## src/rtl/clock_divider_32_pkg.sv

```systemverilog
// Shared constants for the clock_divider_32 timebase.
package clock_divider_32_pkg;
  localparam int DEFAULT_WIDTH = 32;
  localparam int MIN_WIDTH     = 2;
  localparam int MAX_WIDTH     = 64;
endpackage

```

## src/rtl/clock_divider_32_rise_pulse.sv

```systemverilog
// One-cycle rising-edge detector over a registered level vector.
module rise_pulse #(
  parameter int W = 32
) (
  input  logic         clock,
  input  logic         rst_n,
  input  logic [W-1:0] level,
  output logic [W-1:0] pulse
);
  logic [W-1:0] prev;

  // prev follows level on every edge, so a held level yields a single pulse
  always_ff @(posedge clock or negedge rst_n) begin
    if (!rst_n) prev <= '0;
    else        prev <= level;
  end

  assign pulse = level & ~prev;
endmodule

```

## src/rtl/clock_divider_32.sv

```systemverilog
// Free-running binary divider: counter bank, rising-edge tick bank, and a selectable tap.
module clock_divider_32
  import clock_divider_32_pkg::*;
#(
  parameter int WIDTH = DEFAULT_WIDTH,
  parameter int SEL_W = $clog2(WIDTH)
) (
  input  logic             input_clock,
  input  logic             reset,
  input  logic             enable,
  input  logic [SEL_W-1:0] tick_sel,
  output logic [WIDTH-1:0] divided_clocks,
  output logic [WIDTH-1:0] divided_ticks,
  output logic             sel_clock,
  output logic             sel_tick
);
  generate
    if (WIDTH < MIN_WIDTH || WIDTH > MAX_WIDTH) begin : g_bad_width
      $error("clock_divider_32: WIDTH out of range");
    end
  endgenerate

  logic [WIDTH-1:0] cnt;

  always_ff @(posedge input_clock or negedge reset) begin
    if (!reset)      cnt <= '0;
    else if (enable) cnt <= cnt + 1'b1;
  end

  assign divided_clocks = cnt;

  rise_pulse #(.W(WIDTH)) u_rise (
    .clock (input_clock),
    .rst_n (reset),
    .level (cnt),
    .pulse (divided_ticks)
  );

  // Non-power-of-two widths leave tick_sel codes with no tap; those read 0
  always_comb begin
    sel_clock = 1'b0;
    sel_tick  = 1'b0;
    if (int'(tick_sel) < WIDTH) begin
      sel_clock = divided_clocks[tick_sel];
      sel_tick  = divided_ticks[tick_sel];
    end
  end
endmodule

```

## config.mk

```make
export PLATFORM = sky130hd
export DESIGN_NAME = clock_divider_32
export DESIGN_NICKNAME = d
export VERILOG_FILES = /design/src/rtl/clock_divider_32_pkg.sv /design/src/rtl/clock_divider_32_rise_pulse.sv /design/src/rtl/clock_divider_32.sv
export SDC_FILE = /design/constraint.sdc
export NUM_CORES = 1
export LEC_CHECK = 0
export ABC_CLOCK_PERIOD_IN_PS = 2700
export CAP_MARGIN = 10
export CORE_MARGIN = 2
export CORE_UTILIZATION = 49
export CTS_CLUSTER_SIZE = 16
export DETAILED_ROUTE_END_ITERATION = 8
export GPL_TIMING_DRIVEN = 0
export PLACE_DENSITY = 0.79
export REMOVE_ABC_BUFFERS = 1
export SYNTH_ARGS = -nofsm -noshare
export SYNTH_HDL_FRONTEND = slang
export SYNTH_SLANG_ARGS = --single-unit
```

## constraint.sdc

```tcl
create_clock -name input_clock -period 2.7 [get_ports input_clock]
set_clock_uncertainty 0.2 [all_clocks]
set_input_delay 0.405 -clock input_clock [delete_from_list [all_inputs] [get_ports input_clock]]
set_output_delay 0.405 -clock input_clock [all_outputs]
set_load 0.02 [all_outputs]
```

==> impl_metrics.json <==
{
  "status": "completed",
  "drt-wirelength-per-cell_um": 16.8,
  "cp-start-kind": "flip-flop",
  "p_per_area_mw_per_mm2": 655,
  "clk_pin_slew_ns": 0.06,
  "cp_data_required_time_ns": 2.10,
  "fp.dieArea_mm2": 0.00689,
  "gp_congestion": 0.843,
  "seqPwrFrac_pct": 43.3,
  "synthesis.instances": 263,
  "fp.dieH_um": 83.0,
  "hold_depth": 0,
  "whs_ns": 0.268,
  "setup_viol": 0,
  "cts_root_buffer": "clkbuf_8",
  "fillCellCount": 446,
  "postPlaceCellArea_mm2": 0.00383,
  "grt_antenna_before_repair": 0,
  "async_flop_share_pct": 100,
  "pwr-share-clk_pct": 34.9,
  "grt_max_degree": 42,
  "crit_type": "reg2out",
  "vias": 2366,
  "rsz0062_at_grt": "no",
  "worst_skew_pair.late_latency_ns": 0.34,
  "crit_fanout": 7,
  "die_w_um": 83.0,
  "p_leak_nw": 1.82,
  "crit_cells": 5,
  "cts.sinks": 64,
  "cts_tree": "yes",
  "grt_use_total_pct": 21.5,
  "max_freq_mhz": 376,
  "drive_gt1_share_pct": 20.2,
  "hp-class": "reg2reg",
  "yosysSeqAreaShare_pct": 52.3,
  "num_antenna_cells": 0,
  "grt_overflow": 0,
  "core_mm2": 0.00599,
  "cts_max_path_buffers": 2,
  "arrival_ns": 2.06,
  "power_switching_mw": 0.778,
  "yosys.cell_types.count": 36,
  "crit_chain": "mux4_2, nor2b_1, a311o_1, a2bb2oi_1, buf_2",
  "timing.rr.end": "divided_clocks[16]$_DFFE_PN0P_",
  "p_int_mw": 1.97,
  "period_share_pct": 98.5,
  "nNetsFinal": 357,
  "viasPerCell": 5.54,
  "hpwl_mm": 4.92,
  "start_util_pct": 51.1,
  "dr.pass1.iters": 4,
  "cp_slowest_cell": "mux4_2",
  "htree_levels": 3,
  "drt_wl_total_mm": 7.19,
  "cpPeakStageDelay_ns": 0.46,
  "cap_violations": 0,
  "path_buf_inv": 1,
  "r2r_slack_ns": 0.60,
  "setup_tns_ns": 0,
  "endpoint_kind": "output port",
  "finalInstanceArea_mm2": 0.00420,
  "syn_area_mm2": 0.00306,
  "vdd_drop_max_v": 0.000707,
  "ys_warn_count": 0,
  "ys.flop_type": "dfrtp_1",
  "pin_count": 74,
  "worstReg2RegStart": "divided_clocks[0]$_DFFE_PN0P_",
  "cts_buffers": 9,
  "first_global_vias": 2361,
  "crit_path_start": "divided_clocks[11]$_DFFE_PN0P_",
  "ys_seq_elements": 64,
  "power.total_mw": 2.75,
  "ff2ff_path_depth": 6,
  "drtIter0Drc": 147,
  "grt_first_pass_wirelength_mm": 11.8,
  "drv_slew": 0,
  "maxSlewHeadroom_pct": 59.8,
  "portBuffers": 73,
  "tightest_slew_ns": 0.603,
  "area_growth_pct": 37.2,
  "hold_viol_final": 0,
  "critPathTopFamily": "compound AO/OA/AOI/OAI gates",
  "p_comb_share_pct": 21.7,
  "synth_edf_count": 0,
  "syn_avg_cell_area_um2": 11.6,
  "ant_nets": 0,
  "switching_share_pct": 28.3,
  "crit_end": "sel_clock",
  "post-route-min-period_ns": 2.66,
  "drc": 0,
  "rows": 28
}
cell type report:
| type | instances | area [um^2] | share of cell area [%] |
|---|---|---|---|
| clock buffer | 13 | 179 | 4.26 |
| clock inverter | 2 | 60.1 | 1.43 |
| inverter | 2 | 7.51 | 0.179 |
| multi-input combinational | 189 | 1440 | 34.4 |
| sequential | 64 | 1620 | 38.6 |
| tap | 75 | 93.8 | 2.23 |
| timing repair buffer | 82 | 793 | 18.9 |
worst min path at each step:
stage | start | end | slack, ns
final | divided_clocks[25]$_DFFE_PN0P_ | u_rise.prev[25]$_DFF_PN0_ | 0.27
after global routing | divided_clocks[11]$_DFFE_PN0P_ | u_rise.prev[11]$_DFF_PN0_ | 0.29
after CTS | divided_clocks[27]$_DFFE_PN0P_ | u_rise.prev[27]$_DFF_PN0_ | 0.27
after detailed placement | reset | divided_clocks[0]$_DFFE_PN0P_ | 0.24
after global placement | divided_clocks[31]$_DFFE_PN0P_ | u_rise.prev[31]$_DFF_PN0_ | 0.26
after floorplan | reset | divided_clocks[0]$_DFFE_PN0P_ | -0.09
power groups by stage:
stage,Sequential [mW],Combinational (mW),Clock [mW]
detailed placement,1.21,0.594,0
global route,1.21,0.638,1.03
floorplan,1.23,0.255,0
finish,1.19,0.597,0.962
global placement,1.20,0.586,0
CTS,1.19,0.604,0.979
placed cells by master (no fill, tap or decap), types with 2 or more instances in the layout:
cell type / n
clkdlybuf4s50_1: 67
and4_1: 2
nand4_1: 7
nor3_1: 4
dfrtp_2: 17
nor2b_1: 30
xnor2_1: 21
bufinv_16: 2
a211oi_2: 2
clkbuf_8: 13
dfrtp_1: 47
nand3_1: 5
nor2b_2: 2
and3_1: 8
nor4_2: 3
a211oi_1: 14
buf_4: 7
nand2_1: 23
nor2_1: 14
inv_1: 2
buf_2: 4
mux4_2: 6
nor3b_1: 15
mux2_2: 3
xor2_1: 10
a22oi_1: 2
nand2b_1: 2
state kept, by name, summed over array words and instances (netlist names):
name and cells:
divided_clocks 32, u_rise.prev 32
worst register-to-register path: stages, from the launching register on:
cell and delay, ns:
dfrtp_1 0.51, ha_1 0.22, nand4_1 0.21, nor3_1 0.39, nand2_1 0.17, nor2_1 0.16, xor2_1 0.17
logic make-up (layout without fill, tap and decap cells):
group / after synthesis / count (layout) / synth area share (%)
AOI/OAI and AO/OA: 23 / 23 / 5.64
xor gates and xnor gates: 31 / 31 / 8.87
adders and majority gates: 1 / 1 / 0.409
buffers and inverters: 10 / 99 / 2.25
DFF: 64 / 64 / 52.3
muxes: 11 / 11 / 6.70
and+or+nand+nor: 123 / 123 / 23.8
through the flow:
stage / utilization [%] / setup WS (ns) / std cells
3_3_place_gp: 63.8 / -1.81 / 403
2_1_floorplan: - / 0.264 / 255
5_1_grt: 70.1 / 0.00733 / 427
3_5_place_dp: 64.0 / -1.01 / 404
4_1_cts: 69.8 / -0.0347 / 425
6_report: 70.1 / 0.0394 / 427
Yosys cell counts (2+ instances only):
library cell	count	share of area (%)
nor4_1	2	0.41
a211oi_1	16	3.9
nor2b_1	32	6.5
nor2_1	14	1.7
buf_6	3	1.1
nor3b_1	16	3.9
nand2_1	24	2.9
a22oi_1	2	0.49
nand4_1	7	1.4
xnor2_1	21	6.0
inv_1	2	0.25
mux2_2	3	1.1
dfrtp_1	64	52
nor3_1	4	0.65
xor2_1	10	2.9
buf_2	3	0.49
nand3_1	5	0.82
mux4_2	6	4.4
and4_1	2	0.57
nand2b_1	4	0.82
and3_1	8	1.6
per-layer routing:
layer | routed length, um | GRT usage (%)
met1 | 3290 | 29.0
met5 | 0 | 0
met2 | 3450 | 34.2
met4 | 77 | 8.20
met3 | 371 | 4.47
repair_timing:
action	in CTS	in global routing
endpoints found under the setup margin	2	2
pin swaps	1	2
hold buffers	1	0
resized for setup	40	10
setup buffers	5	2
hold endpoints to repair	25	0
Note: power is estimated with default switching activity, not from simulation.
